<file path="config.mk">
export PLATFORM = sky130hd
export DESIGN_NAME = branch_sequencer
export DESIGN_NICKNAME = d
export VERILOG_FILES = /design/src/rtl/branch_sequencer.sv
export SDC_FILE = /design/constraint.sdc
export NUM_CORES = 1
export LEC_CHECK = 0
export CAP_MARGIN = 20
export CORE_MARGIN = 2
export CORE_UTILIZATION = 50
export CTS_BUF_LIST = sky130_fd_sc_hd__clkbuf_8
export CTS_CLUSTER_DIAMETER = 40
export DETAILED_ROUTE_END_ITERATION = 16
export PLACE_DENSITY_LB_ADDON = 0.08
export SLEW_MARGIN = 15
export SYNTH_ARGS = -nofsm -noshare
export SYNTH_HDL_FRONTEND = slang
export SYNTH_SLANG_ARGS = --single-unit
</file>
<file path="constraint.sdc">
create_clock -name clk -period 4.5 [get_ports clk]
set_input_delay 0.9 -clock clk [delete_from_list [all_inputs] [get_ports clk]]
set_output_delay 0.9 -clock clk [all_outputs]
set_load 0.05 [all_outputs]
</file>
<file path="src/rtl/branch_sequencer.sv">
// rtl/branch_sequencer.sv - branch/jump resolve, redirect and link sequencing for the ID stage
//
// Ports:
//   clk, rst_n               clock, asynchronous active-low reset
//   id_valid                 ID stage holds a valid instruction
//   br_type[2:0]             0=NONE 1=BEQ 2=BNE 3=J 4=JAL 5=JR (6,7 = NONE)
//   id_pc_4[31:0]            PC+4 of the instruction in ID
//   id_offset[15:0]          branch immediate (word offset)
//   id_index[25:0]           jump index
//   rs_val, rt_val[31:0]     forwarded operands, valid when opnd_ready=1
//   opnd_ready               operands valid this cycle
//   stall_id                 hold PC and IF/ID (combinational)
//   pc_redirect, flush_if    one-cycle redirect/squash pulse (registered)
//   redir_target[31:0]       redirect address, holds between redirects
//   link_we, link_addr[31:0] $31 write for a taken JAL, aligned with pc_redirect
//   taken_cnt[15:0]          wrapping count of redirects issued
//   hazard_to                sticky flag: operands not ready after 7 WAIT cycles

module branch_sequencer (
  input  logic        clk,
  input  logic        rst_n,
  input  logic        id_valid,
  input  logic [2:0]  br_type,
  input  logic [31:0] id_pc_4,
  input  logic [15:0] id_offset,
  input  logic [25:0] id_index,
  input  logic [31:0] rs_val,
  input  logic [31:0] rt_val,
  input  logic        opnd_ready,
  output logic        stall_id,
  output logic        pc_redirect,
  output logic [31:0] redir_target,
  output logic        flush_if,
  output logic        link_we,
  output logic [31:0] link_addr,
  output logic [15:0] taken_cnt,
  output logic        hazard_to
);

  localparam logic [2:0] BR_BEQ = 3'd1;
  localparam logic [2:0] BR_BNE = 3'd2;
  localparam logic [2:0] BR_J   = 3'd3;
  localparam logic [2:0] BR_JAL = 3'd4;
  localparam logic [2:0] BR_JR  = 3'd5;

  typedef enum logic [1:0] {
    S_IDLE  = 2'd0,
    S_WAIT  = 2'd1,
    S_REDIR = 2'd2
  } state_t;

  state_t      state, state_nxt;
  logic [2:0]  wait_cnt, wait_cnt_nxt;

  logic        is_br;
  logic        is_dep;
  logic        is_jal;
  logic        active;
  logic        taken;
  logic [31:0] target;

  // State register
  always_ff @(posedge clk or negedge rst_n) begin
    if (!rst_n) begin
      state <= S_IDLE;
    end else begin
      state <= state_nxt;
    end
  end

  // Next-state logic
  always_comb begin
    state_nxt = S_IDLE;
    case (state)
      S_IDLE, S_WAIT: begin
        if (stall_id) begin
          state_nxt = S_WAIT;
        end else if (taken) begin
          state_nxt = S_REDIR;
        end else begin
          state_nxt = S_IDLE;
        end
      end
      S_REDIR: state_nxt = S_IDLE;
      default: state_nxt = S_IDLE;
    endcase
  end

  // Output / resolve logic
  always_comb begin
    is_br  = (br_type >= BR_BEQ) && (br_type <= BR_JR);
    is_dep = (br_type == BR_BEQ) || (br_type == BR_BNE) || (br_type == BR_JR);
    is_jal = (br_type == BR_JAL);
    // REDIR ignores the ID stage entirely; the instruction there is being squashed.
    active = (state != S_REDIR) && id_valid && is_br;
    stall_id = active && is_dep && !opnd_ready;

    taken = 1'b0;
    if (active && (!is_dep || opnd_ready)) begin
      case (br_type)
        BR_BEQ:              taken = (rs_val == rt_val);
        BR_BNE:              taken = (rs_val != rt_val);
        BR_J, BR_JAL, BR_JR: taken = 1'b1;
        default:             taken = 1'b0;
      endcase
    end

    case (br_type)
      BR_BEQ, BR_BNE: target = id_pc_4 + {{14{id_offset[15]}}, id_offset, 2'b00};
      BR_J, BR_JAL:   target = {id_pc_4[31:28], id_index, 2'b00};
      default:        target = rs_val;
    endcase
  end

  // Wait counter: entering WAIT loads 1, so the count equals WAIT cycles spent so far.
  always_comb begin
    wait_cnt_nxt = 3'd0;
    if (state_nxt == S_WAIT) begin
      if (state != S_WAIT) begin
        wait_cnt_nxt = 3'd1;
      end else if (wait_cnt == 3'd7) begin
        wait_cnt_nxt = 3'd7;
      end else begin
        wait_cnt_nxt = wait_cnt + 3'd1;
      end
    end
  end

  // Registered outputs
  always_ff @(posedge clk or negedge rst_n) begin
    if (!rst_n) begin
      pc_redirect  <= 1'b0;
      flush_if     <= 1'b0;
      link_we      <= 1'b0;
      redir_target <= 32'd0;
      link_addr    <= 32'd0;
      taken_cnt    <= 16'd0;
      hazard_to    <= 1'b0;
      wait_cnt     <= 3'd0;
    end else begin
      pc_redirect <= taken;
      flush_if    <= taken;
      link_we     <= taken && is_jal;
      wait_cnt    <= wait_cnt_nxt;
      if (taken) begin
        redir_target <= target;
        taken_cnt    <= taken_cnt + 16'd1;
      end
      if (taken && is_jal) begin
        link_addr <= id_pc_4;
      end
      if ((state == S_WAIT) && stall_id && (wait_cnt == 3'd7)) begin
        hazard_to <= 1'b1;
      end
    end
  end

endmodule

</file>
* After elaboration in Yosys (flattened, before gate mapping) *
Cells that the tools add are included.

operators by class
  add/subtract/negate cells = 3
  $mul = 0
  div/mod/pow operators = 0
  $lt $le $gt $ge = 2
  equality and inequality tests = 12
  shift-type cells = 0
  mux-type cells = 9
  bitwise gates (word level) = 0
  reduce and logical (&&, ||, !) cells = 19

operators with widths
  cell                                                   number
  one-hot mux 32 bit (2 select lines)                    1
  adder 32 bit                                           1
  equality test 32 bit                                   1
  != test 32 bit                                         1
  adder 16 x 1 -> 16 bit, second input constant          1
  equality test 3 bit, second input constant             3
  logical AND 1 bit                                      9
  2-to-1 mux 3 bit                                       3
  equality test 3 x 2 -> 1 bit, second input constant    2
  2-to-1 mux 2 bit                                       3
  OR reduction 2 bit                                     3
  equality test 2 x 1 -> 1 bit, second input constant    2
  adder 3 x 1 -> 3 bit, second input constant            1
  equality test 3 x 1 -> 1 bit, second input constant    1
  >= comparator 3 x 1 -> 1 bit, second input constant    1
  less-or-equal comparator 3 bit, second input constant  1
  logical OR 1 bit                                       3
  one-hot mux 1 bit (3 select lines)                     1
  OR reduction 3 bit                                     1
  zero test 1 bit                                        2
  zero test 2 bit                                        1
  != test 2 x 1 -> 1 bit, second input constant          1
  != test 2 bit, second input constant                   1
  2-to-1 mux 1 bit                                       1

word-level totals
  flip-flop bits (word level) = 88
  latch bits = 0
  bits in writable memories = 0
  ROM bits = 0
  input bits = 145
  output and inout port bits = 85
  word-level logic and storage cells = 53
  memories = 0

* Logic depth before layout (Yosys ltp) *
Gate-level depths: netlist of the first run.

  depth after elaboration = 12
  gate-level depth with buffers = 11
  depth with buffers taken out = 11

* Worst setup path before layout of the first run *
Ideal clock, no wire load.

  path kind = input to register
  start point = in id_pc_4[2]
  end point = reg redir_target[28]
  setup time = 0.131 ns
  data arrival time = 2.949 ns
  data required time = 4.369 ns
  slack = 1.419 ns
  stages on the path = 11
  buffers on the path = 0
  cell sequence = ha_1 inv_1 fa_1 nor2b_1 o31ai_1 a21oi_1 o31ai_2 a211oi_1 o41ai_1 nor4_1 or3_1

on the way
  word-level cells in the longest chain between the ends = 2

RTL lines
  what                                 RTL line  RTL
  from (decl)                          24        input logic [31:0] id_pc_4,
  adder 32 bit                         109       BR_BEQ, BR_BNE: target = id_pc_4 + {{14{id_offset[15]}}, id_offset, 2'b00};
  one-hot mux 32 bit (2 select lines)  108       case (br_type)
  to (signal assigned)                 146       redir_target <= target;
  to (decl)                            32        output logic [31:0] redir_target,

No other way between the ends.
A chain may end at the register's enable or synchronous reset.

* Final worst setup path of the first run *
  start point = in rs_val[11]
  end point = reg taken_cnt[10]

on the way
  word-level cells in the longest chain between the ends = 3
  elaborated cells on any way between the ends = 4
  classes of those cells = 2 x eq/ne; 2 x mux

RTL lines
  what                                                    RTL line  RTL
  from (decl)                                             27        input logic [31:0] rs_val,
  != test 32 bit or equality test 32 bit (tied branches)  102, 101
  one-hot mux 1 bit (3 select lines) *                    100       case (br_type)
  2-to-1 mux 1 bit *                                      99        if (active && (!is_dep || opnd_ready)) begin
  to (signal assigned)                                    147       taken_cnt <= taken_cnt + 16'd1;
  to (decl)                                               36        output logic [15:0] taken_cnt,

Every way passes the cells marked *; elsewhere a longest branch is shown, timed or not.

==> results of run 1 <==
## cell type report
type                            count  share of cell area [%]
Clock buffer                        9                    1.42
Clock inverter                      7                   0.906
Inverter                           17                   0.733
Multi-Input combinational cell    500                    42.2
Sequential cell                    88                    25.3
Tap cell                          147                    2.11
Timing Repair Buffer              241                    27.4
## worst paths after layout
kind,endpoint,slack [ps],cells past startpoint
setup / recovery,taken_cnt[10],650,10
hold / removal,taken_cnt[15],490,1
setup reg to reg,redir_target[23],1930,9
hold reg to reg,taken_cnt[15],490,1
max in group asynchronous,link_addr[18],3360,1
min in group asynchronous,taken_cnt[15],580,1
## logic make-up (layout without fill, tap and decap cells)
| group | Yosys count | after routing | share of synthesized area (%) |
|---|---|---|---|
| xor+xnor | 66 | 66 | 9.51 |
| simple gates | 171 | 171 | 14.1 |
| fa+ha+maj | 32 | 32 | 6.71 |
| mux | 44 | 44 | 8.13 |
| buf+inv | 49 | 274 | 3.64 |
| flops | 88 | 88 | 36.2 |
| compound gates | 187 | 187 | 21.7 |
## state kept, by name (all words and copies together), names as in the netlist
signal	cells
taken_cnt	16
hazard_to	1
redir_target	32
state	2
link_we	1
link_addr	32
wait_cnt	3
flush_if	1
## routing by layer
layer | track usage, % | share of wire [%] | vias to the layer above
met2 | 56.2 | 49 | 375
met3 | 7.83 | 8.9 | 34
li1 | - | - | 2842
met5 | 0 | 0 | -
met4 | 9.51 | 1.6 | 0
met1 | 43.2 | 41 | 3006
## power by group
group	switching [W]	total (W)	leakage [nW]	internal, W
combinational	0.00123	0.00196	2.51	0.000731
clock	0.000327	0.000589	0.104	0.000263
sequential	0.000152	0.00115	1.10	0.000994
## synthesized netlist by cell type, types with 4 or more instances
| master | n |
|---|---|
| a211oi_1 | 8 |
| a21o_1 | 10 |
| a21oi_1 | 38 |
| a221o_1 | 4 |
| a221oi_1 | 6 |
| a222oi_1 | 16 |
| a22o_1 | 5 |
| a22oi_1 | 4 |
| a31oi_1 | 5 |
| and2_1 | 6 |
| and3_1 | 8 |
| and4_1 | 4 |
| buf_2 | 6 |
| buf_4 | 4 |
| clkbuf_1 | 19 |
| dfrtp_1 | 88 |
| ha_1 | 31 |
| inv_1 | 16 |
| mux2_2 | 38 |
| mux2i_1 | 4 |
| nand2_1 | 56 |
| nand2b_1 | 6 |
| nand3_1 | 11 |
| nand4_1 | 5 |
| nor2_1 | 32 |
| nor2b_1 | 5 |
| nor3_1 | 11 |
| nor4_1 | 16 |
| o211ai_1 | 6 |
| o21a_1 | 7 |
| o21ai_0 | 35 |
| o21ai_1 | 5 |
| o41ai_1 | 4 |
| xnor2_1 | 13 |
| xor2_1 | 53 |
## placed cells by master, fill, tap and decap left out, types with 4 or more instances in the layout
master / count
clkdlybuf4s50_1: 227
dfrtp_1: 88
nand2_1: 56
xor2_1: 53
a21oi_1: 38
mux2_2: 38
o21ai_0: 35
nor2_1: 31
ha_1: 31
inv_1: 16
nor4_1: 16
a222oi_1: 16
buf_4: 13
xnor2_1: 12
nor3_1: 11
nand3_1: 11
a21o_1: 10
clkbuf_8: 9
and3_1: 8
a211oi_1: 8
o21a_1: 7
o211ai_1: 6
and2_1: 6
a221oi_1: 6
nand2b_1: 6
nor2b_1: 5
nand4_1: 5
a31oi_1: 5
o21ai_1: 5
a22o_1: 5
and4_1: 4
mux2i_1: 4
o41ai_1: 4
a221o_1: 4
a22oi_1: 4
## per-stage QoR
step                utilization, %  cells  power, W  hold slack, ps  instance area, um^2
floorplan                        -    637   0.00233             439                 6080
global placement              71.0    993   0.00305             459                 8500
detailed placement            71.0    993   0.00310             474                 8500
CTS                           72.7   1009   0.00370             494                 8700
global route                  72.8   1009   0.00384             510                 8700
finish                        72.8   1009   0.00370             492                 8700
==> reports/qor.txt, run 1 <==
Critical Path RT: 4750 ps
FF-to-FF Start: state[1]
final WL: 22.0 mm
Post-DRT Antenna Nets: 0
CTS Hold Bufs: 0
Syn Area/Cell: 9.54 um^2
Post-Synthesis Cells: 637
Placer Congestion: 0.938
fin crit share: 85.5%
CTS H-tree lvls: 3
FF/Latch Area: 2200 um^2
PD cells: 425 nW/um^2
Worst Skew: 12.8 ps
First DRT Iteration DRCs: 664
FF+latch count, synth: 88
via-per-instance ratio: 6.20
CP Buf/Inv Count: 2
post-route minimum period: 3850 ps
Die Y: 114 um
dpl ws: 363 ps
CP Capture Type: register
initial antenna violation count: 0
top cell type by total area after synthesis: dfrtp_1
DIE WIDTH: 114 um
setup TNS: 0 ps
worst vdd ir: 0.000319 V
num rows: 40
Slew @ Worst Pin: 831 ps
number of fill cells: 830
first-pass GRT wire length: 33.5 mm
CTS resizes: 0
CP max-delay cell: nor4_1
CP Max Fanout: 48
Hold Path Class: reg2reg
total grt overflow: 0
max frequency: 260 MHz
Max clock buf depth: 2
CTS buffer count: 9
EDFF count, synth: 0
critical path's top delay family: simple AND/OR/NAND/NOR gates
sequential share of the synthesized area: 36.2%
DIE AREA: 13,100 um^2
Post-synth ARST share: 100%
main area contributors after synthesis: dfrtp_1 (36%), xor2_1 (7.6%), mux2_2 (7.0%), ha_1 (6.4%), nand2_1 (3.5%)
Clock Tree Root: clkbuf_8
final hold violations: 0
Post-Syn Area: 6080 um^2
predominant post-synthesis flop cell: dfrtp_1
dpl hpwl: 16.9 mm
largest net degree at the start of global routing: 89
number of antenna repair diodes: 0
CP cell instances: clkdlybuf4s50_1 > xor2_1 > nor4_1 > nand4_1 > nor2_1 > mux2_4 > nor3_4 > buf_4 > nor4_1 > xor2_1
Slew Limit Fails: 0
Synthesized Nets: 814
Initial Utilization: 50.8%
Max stage delay on crit path: 670 ps
DR vias: 6,257
CTS clock-pin slew for the worst setup and hold paths: 100 ps
Worst slew margin: 44.6%
WL per Instance: 21.8 um
clock sinks: 88
DR pass1 iterations: 9
critical path class: in2reg
final setup fails: 0
CORE AREA: 12,000 um^2
Worst-Skew Late Latency: 380 ps
YS warnings: 0
CP Data Arrival Time: 4100 ps
outcome: complete, no violations
Hold Startpoint: taken_cnt[15]
Post-CTS Setup Bufs: 0
gr usage total: 33.4%
Total Nets Final: 1,034
number of global-route vias before repair: 6,170
max_cap viols: 0
share of layout cells above drive strength 1: 8.93%
area of the multi-input gates: 3670 um^2
crit path launch type: input port
unrepaired setup endpoints after global routing: no
PnR worst setup slack: 651 ps
number of I/O port buffers: 229
Yosys top cell area share: 36.2%
Leak: 3.71 nW
Post-route DRC: 0
Synth cell types: 68
CTS tree: built
Syn-to-layout area delta: 43.2%
Boundary Pins: 230
crit path from: rs_val[11]
No activity file was read; power rests on OpenSTA's default activity.
==> run 2: changes to the inputs <==
Settings changed: GPL_TIMING_DRIVEN from default to 0.
==> run 2 against run 1 <==
  * Combinational power about the same
  * Critical endpoint is now redir_target[27]
  * First-iteration DRC count up 16%
  * Hold slack worse by 14 ps
  * Sequential power about the same
  * Via count increased by 3.0%
  * Count of clock-buffer cells in the layout unchanged
  * Power increased by 1.7%
  * Largest power group unchanged
  * Die area did not move
  * Register-to-register slack lost 300 ps
==> reports/qor.txt, run 2 (synthesis gave the netlist of run 1 again) <==
CP max-delay cell: clkdlybuf4s50_1
CORE AREA: 12,000 um^2 (unchanged)
FF-to-FF Start: state[1]
number of global-route vias before repair: 6,523 (+5.7%)
fin crit share: 89.5% (+3.9 points)
number of I/O port buffers: 227 (-0.87%)
gr usage total: 35.0% (+1.6 points)
critical path class: in2reg
Die Y: 114 um (unchanged)
Post-CTS Setup Bufs: 0 (unchanged)
PD cells: 428 nW/um^2 (+0.77%)
largest net degree at the start of global routing: 48 (-46%)
crit path from: id_offset[15]
unrepaired setup endpoints after global routing: no
CTS H-tree lvls: 3 (unchanged)
CP cell instances: clkdlybuf4s50_1 > ha_1 > clkbuf_1 > and4_1 > nand3_1 > a211oi_1 > nor3_1 > o31ai_1 > xor2_1 > a222oi_1 > o21ai_1
final setup fails: 0 (unchanged)
worst vdd ir: 0.000310 V (-3.0%)
Worst-Skew Late Latency: 390 ps (about the same)
via-per-instance ratio: 6.27 (+1.1%)
critical path's top delay family: buffers and inverters
Slew @ Worst Pin: 1030 ps (+199 ps)
Max clock buf depth: 2 (unchanged)
Post-route DRC: 0 (unchanged)
CP Data Arrival Time: 4280 ps (+180 ps)
Top Registers: link_addr x32, redir_target x32, taken_cnt x16
First DRT Iteration DRCs: 767 (+16%)
outcome: complete, no violations
first-pass GRT wire length: 34.7 mm (+3.8%)
area of the multi-input gates: 3660 um^2 (-0.41%)
Placer Congestion: 0.950 (+1.2%)
DR pass1 iterations: 6 (-3)
Boundary Pins: 230 (unchanged)
max frequency: 248 MHz (-4.4%)
FF/Latch Area: 2200 um^2 (unchanged)
CTS tree: built
dpl hpwl: 17.8 mm (+5.1%)
initial antenna violation count: 0 (unchanged)
Worst Skew: 17.9 ps (+5.12 ps)
DIE WIDTH: 114 um (unchanged)
DIE AREA: 13,100 um^2 (unchanged)
crit path launch type: input port
post-route minimum period: 4030 ps (+177 ps)
Slew Limit Fails: 0 (unchanged)
Clock Tree Root: clkbuf_8
max_cap viols: 0 (unchanged)
CTS clock-pin slew for the worst setup and hold paths: 100 ps (about the same)
final hold slack: 478 ps (-14.3 ps)
CP Max Fanout: 15 (-69%)
CTS buffer count: 9 (unchanged)
most common cell after layout, fill and taps aside: clkdlybuf4s50_1
Max stage delay on crit path: 800 ps (+130 ps)
total grt overflow: 0 (unchanged)
share of layout cells above drive strength 1: 8.51% (-0.42 points)
Leak: 3.74 nW (+0.68%)
DR vias: 6,442 (+3.0%)
number of fill cells: 855 (+3.0%)
Total Nets Final: 1,053 (+1.8%)
CTS Hold Bufs: 0 (unchanged)
CTS resizes: 0 (unchanged)
final hold violations: 0 (unchanged)
CP Capture Type: register
Critical Path RT: 4760 ps (about the same)
Initial Utilization: 50.8% (unchanged)
WL per Instance: 22.1 um (+1.4%)
Syn-to-layout area delta: 44.5%
final WL: 22.7 mm (+3.4%)
Hold Startpoint: taken_cnt[15]
CP Buf/Inv Count: 2 (unchanged)
clock sinks: 88 (unchanged)
Post-DRT Antenna Nets: 0 (unchanged)
Hold Path Class: reg2reg
number of antenna repair diodes: 0 (unchanged)
Worst slew margin: 31.0% (-14 points)
most frequent cells in the layout: clkdlybuf4s50_1 (226), dfrtp_1 (88), nand2_1 (56)
num rows: 40 (unchanged)
final core occ: 73.4% (+0.67 points)
==> run 2: worst register-to-register path, cell delays in order, from the launching register on <==
cell      delay (ps)
dfrtp_1          430
nor2b_1          150
a21oi_1          220
o211ai_4         140
nor2_1           810
clkbuf_1         560
mux2_2           440
==> run 2: path summary, 6_finish.rpt <==
check,to,slack [ps],cells past startpoint
min reg2reg,taken_cnt[15],480,1
min in group asynchronous,taken_cnt[13],490,1
max,redir_target[27],470,11
min,taken_cnt[15],480,1
max reg2reg,link_addr[20],1630,6
max in group asynchronous,link_addr[23],3350,2
==> run 2: report_power, final <==
group          switching, W  internal (W)
registers          0.000142      0.000994
logic               0.00125      0.000733
clock network      0.000324      0.000319
total               0.00171       0.00205
==> run 2: per-layer routing <==
metal  wire length, um  track usage (%)  part of all wire (%)
met5                 0                0                     0
met4               635             14.2                   2.8
met3              2080             5.35                   9.2
met2             10800             57.9                    47
met1              9210             46.2                    41
==> run 2: metrics by stage <==
stage,TNS [ps],instances,cell area (um^2),power [W],setup WS (ps)
after floorplan,0,637,6080,0.00233,1420
after global placement,-54610,1011,8540,0.00306,-627
after detailed placement,0,1012,8560,0.00311,193
after CTS,0,1028,8780,0.00375,560
after global routing,0,1028,8780,0.00390,295
final,0,1028,8780,0.00376,474
==> run 2: layout make-up <==
type,count,area share (%)
multi-input combinational,500,41.6
clock buffer,9,1.41
clock inverter,7,1.14
tap,147,2.09
inverter,17,0.726
timing repair buffer,228,26.2
buffer,32,1.79
sequential,88,25.1
